<file path="src/rtl/icache_refill_responder.sv">
`default_nettype none
// ============================================================================
// Module   : icache_refill_responder
// Purpose  : fetches one icache line word-by-word from backing memory, then
//            returns it to the cache as a single gap-free ack burst.
// Revision : 1.0
// ============================================================================
module icache_refill_responder #(
  parameter int LINE_LOG2 = 3,
  parameter int ADDR_HI   = 23
) (
  input  logic             clk,
  input  logic             rst,
  input  logic             memory_stb,
  input  logic [ADDR_HI:2] memory_addr,
  output logic [31:0]      memory_dout,
  output logic             memory_ack,
  output logic             ram_stb,
  output logic [ADDR_HI:2] ram_addr,
  input  logic [31:0]      ram_dout,
  input  logic             ram_ack
);

  localparam int                   LINE_WORDS = 2 ** LINE_LOG2;
  localparam logic [LINE_LOG2-1:0] CNT_ONE    = LINE_LOG2'(1);
  localparam logic [LINE_LOG2-1:0] CNT_LAST   = '1;

  typedef enum logic [1:0] {
    ST_IDLE   = 2'd0,
    ST_FETCH  = 2'd1,
    ST_STREAM = 2'd2,
    ST_GUARD  = 2'd3
  } state_t;

  state_t                      state_q;
  logic [ADDR_HI:2+LINE_LOG2]  line_q;
  logic [LINE_LOG2-1:0]        fetch_cnt_q;
  logic [LINE_LOG2-1:0]        fetch_cnt_d;
  logic [LINE_LOG2-1:0]        stream_cnt_q;
  logic [LINE_LOG2-1:0]        stream_cnt_d;
  logic [31:0]                 line_buf_q [LINE_WORDS];
  logic [31:0]                 memory_dout_q;
  logic                        memory_ack_q;
  logic                        ram_stb_q;
  logic [ADDR_HI:2]            ram_addr_q;
  logic                        fetch_hs;

  // Requests are line-granular; the word offset inside the line is dropped.
  logic unused_addr_lo;
  assign unused_addr_lo = ^memory_addr[LINE_LOG2+1:2];

  assign fetch_cnt_d  = fetch_cnt_q + CNT_ONE;
  assign stream_cnt_d = stream_cnt_q + CNT_ONE;
  assign fetch_hs     = (state_q == ST_FETCH) && ram_ack;

  always_ff @(posedge clk) begin
    if (fetch_hs) begin
      line_buf_q[fetch_cnt_q] <= ram_dout;
    end
  end

  always_ff @(posedge clk) begin
    if (rst) begin
      state_q       <= ST_IDLE;
      line_q        <= '0;
      fetch_cnt_q   <= '0;
      stream_cnt_q  <= '0;
      ram_stb_q     <= 1'b0;
      ram_addr_q    <= '0;
      memory_ack_q  <= 1'b0;
      memory_dout_q <= '0;
    end else begin
      case (state_q)
        ST_IDLE: begin
          if (memory_stb) begin
            line_q      <= memory_addr[ADDR_HI:2+LINE_LOG2];
            ram_addr_q  <= {memory_addr[ADDR_HI:2+LINE_LOG2], {LINE_LOG2{1'b0}}};
            fetch_cnt_q <= '0;
            ram_stb_q   <= 1'b1;
            state_q     <= ST_FETCH;
          end
        end
        ST_FETCH: begin
          if (ram_ack) begin
            fetch_cnt_q <= fetch_cnt_d;
            ram_addr_q  <= {line_q, fetch_cnt_d};
            // Word 0 was buffered long ago, so the burst can start on the
            // very edge that captures the last word.
            if (fetch_cnt_q == CNT_LAST) begin
              ram_stb_q     <= 1'b0;
              memory_ack_q  <= 1'b1;
              memory_dout_q <= line_buf_q[0];
              stream_cnt_q  <= '0;
              state_q       <= ST_STREAM;
            end
          end
        end
        ST_STREAM: begin
          if (stream_cnt_q == CNT_LAST) begin
            memory_ack_q  <= 1'b0;
            memory_dout_q <= '0;
            state_q       <= ST_GUARD;
          end else begin
            stream_cnt_q  <= stream_cnt_d;
            memory_dout_q <= line_buf_q[stream_cnt_d];
          end
        end
        ST_GUARD: begin
          state_q <= ST_IDLE;
        end
        default: begin
          state_q <= ST_IDLE;
        end
      endcase
    end
  end

  assign memory_dout = memory_dout_q;
  assign memory_ack  = memory_ack_q;
  assign ram_stb     = ram_stb_q;
  assign ram_addr    = ram_addr_q;

endmodule
`default_nettype wire
</file>
<file path="config.mk">
export PLATFORM = sky130hd
export DESIGN_NAME = icache_refill_responder
export DESIGN_NICKNAME = d
export VERILOG_FILES = /design/src/rtl/icache_refill_responder.sv
export SDC_FILE = /design/constraint.sdc
export NUM_CORES = 1
export LEC_CHECK = 0
export BUFFER_PORTS_ARGS = -buffer_cell sky130_fd_sc_hd__buf_2
export CORE_AREA = 4 4 189 191
export DETAILED_ROUTE_END_ITERATION = 8
export DIE_AREA = 0 0 193 195
export PLACE_DENSITY = 0.55
export SYNTH_ARGS = -nofsm -noshare
export SYNTH_HDL_FRONTEND = slang
export SYNTH_SLANG_ARGS = --single-unit
</file>
<file path="constraint.sdc">
create_clock -name clk -period 3.6 [get_ports clk]
set_clock_uncertainty 0.2 [all_clocks]
set_input_delay 0.36 -clock clk [delete_from_list [all_inputs] [get_ports clk]]
set_output_delay 0.36 -clock clk [all_outputs]
set_load 0.005 [all_outputs]
</file>
# Word level (Yosys, flattened, before mapping)
# Memories as Yosys holds them, arrays and structs flattened.
# Cells that the tools add are included.
# totals
word_cells,61
ramBits,256
output_inout_bits,56
register_bits,83
in_bits,58
n_memories,1
# mem_list
name,words,word_bits,rd,rd_clocked_by_memory_dff,wr,line_no,source
line_buf_q,8,32,2,0,1,41,logic [31:0] line_buf_q [LINE_WORDS];
# op_classes
n_eq_ne,10
addsub,2
reduce_logical,11
muxes,29
# op_table
op,count
32-bit two-way mux,3
32-bit one-hot mux with 2 select lines,1
22-bit two-way mux,2
22-bit one-hot mux with 2 select lines,1
4-bit AND reduction,4
3-bit two-way mux,5
3-bit one-hot mux with 2 select lines,2
1-bit two-way mux,8
2-bit two-way mux,4
"2-bit inequality test, second input constant",4
2-bit one-hot mux with 4 select lines,1
"3-bit by 1-bit adder with 3-bit output, second input constant",2
"3-bit == test, second input constant",2
3-bit AND reduction,2
"2-bit == test, second input constant",2
1-bit one-hot mux with 2 select lines,2
2-bit nonzero test,2
"2-bit by 1-bit == test with 1-bit output, second input constant",1
2-bit zero test,1
"2-bit by 1-bit inequality test with 1-bit output, second input constant",1
2-bit AND reduction,1
1-bit logical AND,1

# Longest topological paths before layout
# Gate-level depths: netlist of the first run.
# depth
word_depth,4
mapped_depth,8
mapped_depth_nobuf,6

# Worst setup path before layout of the first run
# No wires, ideal clock.
# synth_timing
path_type,flip-flop to flip-flop
start,register state_q[1]
end,memory line_buf_q[0][0] (enable)
stages_incl_launch_ff,6
required_ns,2.939
setup_ns,0.461
synth_period_minus_slack_ns,3.706
arrival_time_ns,3.045
setup_slack_ns,-0.106
path_buffers,1
path_cell_list,dfxtp_1 > inv_1 > ha_1 > buf_4 > nand3b_1 > nor3_1
# synth_between
elab_chain_len,4
# synth_lines
element,line_no,source
"start, declared",35,state_t state_q;
"start signal, assigned",64,state_q <= ST_IDLE;
"start signal, assigned",80,state_q <= ST_FETCH;
"start signal, assigned",94,state_q <= ST_STREAM;
2-bit by 1-bit == test with 1-bit output,54,assign fetch_hs = (state_q == ST_FETCH) && ram_ack;
1-bit logical AND,54,
1-bit two-way mux,57,if (fetch_hs) begin
1-bit two-way mux (not written as such),58,line_buf_q[fetch_cnt_q] <= ram_dout;
"end, declared",41,
# Every way passes these cells.

# Worst setup path in the final report of the first run
# layout_timing
start,register fetch_cnt_q[0]
end,"register memory_dout_q[19], in the netlist memory_dout[19]"
# layout_between
elab_chain_len,3
# layout_lines
element,line_no,source
"start, declared",37,logic [LINE_LOG2-1:0] fetch_cnt_q;
"start signal, assigned",85,fetch_cnt_q <= fetch_cnt_d;
3-bit == test,89,if (fetch_cnt_q == CNT_LAST) begin
2-bit by 1-bit inequality test with 1-bit output (no source line),-,
3-bit AND reduction (no source line),-,
"end signal, assigned",92,memory_dout_q <= line_buf_q[0];
"end signal, assigned",105,memory_dout_q <= line_buf_q[stream_cnt_d];
"end, declared",42,logic [31:0] memory_dout_q;
# Every way passes these cells.
# A chain may end at the register's enable or synchronous reset.

==> results.txt, run 1 <==
status: complete, no violations
vertical die dimension: 195 um
count of clock tree sinks: 336
post-synthesis to final-layout area growth: 20.0%
transition time at the pin with the least slew margin: 986 ps
Synthesized Nets: 975
FP Rows: 68
worst-case setup margin in the final layout: 787 ps
drt drc: 0
placed inst area: 0.0145 mm^2
final period demand of the worst path: 2810 ps
DR vias/cell: 4.99
total clock buffers created by CTS: 37
routability congestion estimate from global placement: 0.681
final cell area excluding filler cells: 0.0161 mm^2
remaining antenna violation count after routing: 0
clock slew at reported path FFs: 60 ps
startpoint of the tightest hold check path: memory_stb
Syn Inst Count: 908
cell types with the largest area share after synthesis: edfxtp_1 (57%), mux2i_1 (14%), dfxtp_1 (12%)
launch point of the worst reg-to-reg path: fetch_cnt_q[0]
Post-synth top flop: edfxtp_1
final clock period utilization by the worst path: 78.1%
antenna violations before repair: 3
clock network latency to the later pin of the worst-skew pair: 520 ps
ratio of cells with drive above 1 in the final layout: 18.8%
number of flip-flops and latches in the synthesized netlist: 336
DP HPWL: 16.1 mm
initial core utilization: 39.4%
number of distinct library cells after synthesis: 34
worst hold path type: in -> reg
setup slack after placement: 757 ps
Longest Clk Path Bufs: 3
core outline area: 0.0341 mm^2
number of detailed-routing iterations run before antenna repair: 5
peak fanout along the critical path: 21
async set-reset flop share out of synthesis: 0%
via count of the first global-routing pass: 7830
Synth Area per Inst: 14.8 um^2
worst path required time: 3770 ps
TritonCTS clock tree: done
top library cells by usage in the layout, fill and taps aside: edfxtp_1 (256), mux2i_1 (184), buf_2 (110)
start-to-end type of the worst setup path: reg -> reg
maximum VDD drop: 0.000440 V
count of H-tree levels built during CTS: 2
quantity of hold-fixing buffers added after cts: 51
Yosys warning total: 0
number of pins exceeding their max-slew limit in the final report: 0
IO Count: 114
global-route wire length before repair: 45.5 mm
Final TNS setup: 0 ps
Startpoint Class: flop
DR WL/cell: 18.9 um
CTS Root Buffer Type: clkbuf_16
RSZ-0062 raised after global routing: no
cell area power density: 629 mW/mm^2
maxcap violations: 0
final hold violation count: 0
DIE WIDTH: 193 um
largest net degree at the start of global routing: 131
global-route usage over all layers: 15.6%
data arrival time of the critical path: 2980 ps
total length of routed wires: 29.4 mm
Resized cells post-CTS: 0
count of buffers from port buffering: 110
Nets: 1138
Detailed Route Iter0 Violations: 396
Post CTS Setup Buffer Count: 0
Peak Freq: 356 MHz
relative slew slack: 34.2%
static leakage: 0.00555 uW
Final setup viols: 0
sequential fraction of the synthesis area: 69.0%
launch point of the critical path: fetch_cnt_q[0]
area leader, netlist: edfxtp_1
synthesized cell area: 0.0135 mm^2
Via Count: 7762
capturing element type of the critical path: flop
share of the synthesized area in the top cell type: 57.1%
Die Area: 0.0376 mm^2
number of enable flip-flop cells after synthesis: 256
remaining global-route overflow: 0
most common cell after layout, fill and taps aside: edfxtp_1
==> per-layer routing <==
layer  part of all wire (%)  vias to the layer above  GRT usage, %
li1                       -                     3780             -
met2                     48                      141          25.5
met4                    1.8                        2          3.93
met3                    4.3                       34          2.84
met5                  0.044                        -             0
met1                     46                     3805          21.5
==> worst max-delay path, cell delays in order, from the launching register on <==
cell,delay [ps]
dfxtp_1,420
ha_1,260
ha_1,210
nand2_2,90
mux2_2,750
buf_4,410
mux2i_1,210
o21ai_0,90
==> path summary, 6_finish.rpt <==
path,end,slack (ps),cells after the start
max,memory_dout[19],790,7
min,fetch_cnt_q[1],140,4
max reg2reg,memory_dout[19],790,7
min reg2reg,line_q[9],250,2
==> registers in the layout (all words and copies together), names as in the netlist <==
name and flops:
line_buf_q 256, stream_cnt_q 3, state_q 2, memory_ack 1, line_q 19, ram_stb 1
memory_dout 32, ram_addr 20, fetch_cnt_q 2
==> kinds of logic after synthesis <==
logic type	after synthesis	share of synthesized area, %
AO/OA/AOI/OAI	148	7.40
adder cells (fa/ha/maj)	9	0.837
buffers and inverters	68	2.75
flip-flops	336	69.0
multiplexers	185	13.8
AND/OR/NAND/NOR	162	6.19
==> area by class of cell <==
cell class              instances  area, um^2
diodes                          2        5.00
clock buffers                  54        1040
clock inverters                12        57.6
fillers                      3005       18000
inverters                       6        22.5
multi-input cells             504        3870
flip-flops and latches        336        9290
well taps                     455         569
repair buffers                186        1290
==> power by group <==
group          leakage (uW)  total [uW]  switching [uW]  internal [uW]
Combinational       0.00204        2000            1140            855
Clock              0.000540        3420            1410           2010
Sequential          0.00296        4740             188           4550
Total               0.00555       10200            2740           7410
==> stage by stage <==
step | total power [uW] | hold WS, ps | std cells | utilization, %
CTS | 10300 | 115 | 1553 | 47.3
finish | 10200 | 135 | 1555 | 47.3
global placement | 6790 | 241 | 1436 | 42.6
floorplan | 6160 | 236 | 908 | -
detailed placement | 6820 | 247 | 1436 | 42.6
global route | 10700 | 162 | 1555 | 47.3
==> Yosys cell counts, drive strengths merged (24+ instances only) <==
| cell type | instances |
|---|---|
| edfxtp | 256 |
| mux2i | 184 |
| dfxtp | 80 |
| a22oi | 64 |
| nand2 | 41 |
| nand3 | 36 |
| o21ai | 36 |
| nor2 | 35 |
| buf | 34 |
| nor2b | 30 |
| clkbuf | 28 |
| a21oi | 24 |
(Power assumes the default switching activity.)
==> run 2: changes to the inputs <==
- ABC_AREA: default -> 1
- CORE_AREA: 4 4 189 191 -> 4 4 195 197
- DIE_AREA: 0 0 193 195 -> 0 0 199 201
- PLACE_DENSITY: 0.55 -> 0.52
- clock period: 3.6 -> 2.7 ns (I/O delays scaled with it)
==> run 2 against run 1 <==
  * Non-clock buffer count rose by 16
  * Routed wire length up 20%
  * Global-route usage rose by 2.4 points
  * Area after synthesis increased by 6.2%
  * Worst setup slack got worse by 430 ps
  * Utilization up 0.16 points
  * Sequential share of layout area decreased by 3.6 points
  * Register-to-register slack worse by 430 ps
  * Final area grew 6.6%
  * Die area grew 6.3%
==> results.txt, run 2 <==
combined area of the multi-input logic cells: 0.00380 mm^2 (was 0.00387 mm^2)
number of flip-flops and latches in the synthesized netlist: 336 (unchanged)
power share of the sequential group: 37.6% (was 46.7%)
antenna diode count: 0 (was 2)
final clock period utilization by the worst path: 86.9% (was 78.1%)
Yosys warning total: 0 (unchanged)
vertical die dimension: 201 um (was 195 um)
antenna violations before repair: 0 (was 3)
RSZ-0062 raised after global routing: no (unchanged)
Longest Clk Path Bufs: 3 (unchanged)
final hold violation count: 0 (unchanged)
cell types with the largest area share after synthesis: edfxtp_1 (54%), dfxtp_1 (11%), nand2_1 (6.9%) (was edfxtp_1 (57%), mux2i_1 (14%), dfxtp_1 (12%))
data arrival time of the critical path: 2370 ps (was 2980 ps)
status: complete, no violations (unchanged)
most common cell after layout, fill and taps aside: nand2_1 (was edfxtp_1)
static leakage: 0.00721 uW (was 0.00555 uW)
maximum VDD drop: 0.000799 V (was 0.000440 V)
cell area power density: 994 mW/mm^2 (was 629 mW/mm^2)
launch point of the critical path: state_q[1] (was fetch_cnt_q[0])
total clock buffers created by CTS: 38 (was 37)
most frequent cells after synthesis: nand2_1 (264), edfxtp_1 (256), inv_1 (227) (was edfxtp_1 (256), mux2i_1 (184), dfxtp_1 (80))
total length of routed wires: 35.3 mm (was 29.4 mm)
global-route wire length before repair: 56.4 mm (was 45.5 mm)
flip-flop count of the largest register, all copies and words added: 256 (unchanged)
global-route usage over all layers: 18.0% (was 15.6%)
count of filler cells inserted in the layout: 3409 (was 3005)
final cell area excluding filler cells: 0.0172 mm^2 (was 0.0161 mm^2)
Synthesized Nets: 1528 (was 975)
relative slew slack: 28.8% (was 34.2%)
largest net degree at the start of global routing: 94 (was 131)
worst path required time: 2730 ps (was 3770 ps)
remaining global-route overflow: 0 (unchanged)
async set-reset flop share out of synthesis: 0% (unchanged)
start-to-end type of the worst setup path: reg -> reg (unchanged)
peak fanout along the critical path: 17 (was 21)
Syn Inst Count: 1461 (was 908)
cell-internal power: 10900 uW (was 7410 uW)
count of H-tree levels built during CTS: 2 (unchanged)
drt drc: 0 (unchanged)
worst hold path type: in -> reg (unchanged)
TritonCTS clock tree: done (unchanged)
startpoint of the tightest hold check path: ram_ack (was memory_stb)
IO Count: 114 (unchanged)
setup slack after placement: 367 ps (was 757 ps)
number of enable flip-flop cells after synthesis: 256 (unchanged)
Resized cells post-CTS: 0 (unchanged)
worst hold margin: 30.0 ps (was 135 ps)
Synth Area per Inst: 9.78 um^2 (was 14.8 um^2)
maxcap violations: 0 (unchanged)
DP HPWL: 20.4 mm (was 16.1 mm)
synthesized cell area: 0.0143 mm^2 (was 0.0135 mm^2)
final period demand of the worst path: 2350 ps (was 2810 ps)
DIE WIDTH: 199 um (was 193 um)
Peak Freq: 426 MHz (was 356 MHz)
Via Count: 10200 (was 7762)
Sw Ratio: 36.1% (was 27.0%)
sequential fraction of the synthesis area: 65.0% (was 69.0%)
Startpoint Class: flop (unchanged)
share of power burned in the clock network: 28.1% (was 33.7%)
Sw Pwr: 6190 uW (was 2740 uW)
number of detailed-routing iterations run before antenna repair: 5 (unchanged)
Gate power share: 34.3% (was 19.7%)
number of distinct library cells after synthesis: 27 (was 34)
clock slew at reported path FFs: 60 ps (about the same)
Biggest register: line_buf_q (unchanged)
number of pins exceeding their max-slew limit in the final report: 0 (unchanged)
via count of the first global-routing pass: 10200 (was 7830)
initial core utilization: 39.4% (about the same)
Post-synth top flop: edfxtp_1 (unchanged)
post-synthesis to final-layout area growth: 20.5% (was 20.0%)
Die Area: 0.0400 mm^2 (was 0.0376 mm^2)
register-to-register setup slack: 350 ps (was 790 ps)
transition time at the pin with the least slew margin: 1070 ps (was 986 ps)
core outline area: 0.0363 mm^2 (was 0.0341 mm^2)
ratio of cells with drive above 1 in the final layout: 14.3% (was 18.8%)
count of buffers from port buffering: 110 (unchanged)
most instantiated library cell after synthesis: nand2_1 (was edfxtp_1)
count of clock tree sinks: 336 (unchanged)
CTS Root Buffer Type: clkbuf_16 (unchanged)
Post CTS Setup Buffer Count: 0 (unchanged)
share of the synthesized area in the top cell type: 53.8% (was 57.1%)
top library cells by usage in the layout, fill and taps aside: nand2_1 (264), edfxtp_1 (256), inv_1 (226) (was edfxtp_1 (256), mux2i_1 (184), buf_2 (110))
worst-case setup margin in the final layout: 354 ps (was 787 ps)
routability congestion estimate from global placement: 0.767 (was 0.681)
Nets: 1688 (was 1138)
FF+latch area: 0.00929 mm^2 (unchanged)
Final setup viols: 0 (unchanged)
placed inst area: 0.0155 mm^2 (was 0.0145 mm^2)
capturing element type of the critical path: flop (unchanged)
Detailed Route Iter0 Violations: 501 (was 396)
DR vias/cell: 4.81 (was 4.99)
FP Rows: 70 (was 68)
area leader, netlist: edfxtp_1 (unchanged)
clock network latency to the later pin of the worst-skew pair: 540 ps (was 520 ps)
launch point of the worst reg-to-reg path: state_q[1] (was fetch_cnt_q[0])
DR WL/cell: 16.7 um (was 18.9 um)
remaining antenna violation count after routing: 0 (unchanged)
run 2: path summary, 6_finish.rpt:
path         depth (start not counted)                end
max reg2reg                          5  line_buf_q[3][31]
min                                  6     fetch_cnt_q[0]
max                                  5  line_buf_q[3][31]
min reg2reg                          2         memory_ack
run 2: cell families after synthesis:
group                      share of synthesized area, %
adders and majority gates                         0.788
AOI/OAI and AO/OA                                  6.76
buffers and inverters                              8.90
DFF                                                65.0
and+or+nand+nor                                    18.5
run 2: critical path, cell delays in order (launching register included):
cell,delay [ps]
dfxtp_1,320
inv_1,120
ha_1,370
nand3_1,390
nor2_4,400
buf_12,220
run 2: layer usage:
layer  track usage (%)  wire length, um
met2              31.1            17600
met3              2.87             1350
met1              23.1            15500
met4              5.62              912
met5                 0                0
run 2: stage by stage:
stage	cells	util, %	total power [uW]	setup TNS, ps
6_report	2118	47.5	17100	0
5_1_grt	2118	47.5	18300	0
4_1_cts	2118	47.5	17400	0
3_5_place_dp	1996	42.9	12400	0
3_3_place_gp	1996	42.9	12400	0
2_1_floorplan	1461	-	10300	-48540
run 2: repair_timing:
action / CTS / global route
setup endpoints to repair: 0 / 0
hold buffers: 53 / 0
endpoints found under the hold margin: 298 / 0
run 2: final cells by class:
cell class	count	share of cell area, %
Timing Repair Buffer	202	8.85
Inverter	230	5.02
Sequential cell	336	54.0
Clock inverter	12	0.509
Multi-Input combinational cell	813	22.1
Clock buffer	57	6.18
Tap cell	468	3.40
run 2: power groups by stage:
stage	combinational [uW]	clock [uW]	sequential, uW
after global placement	5820	0	6530
after floorplan	3840	0	6510
after global routing	6630	5180	6490
after CTS	5970	4960	6430
after detailed placement	5890	0	6530
final	5880	4820	6430
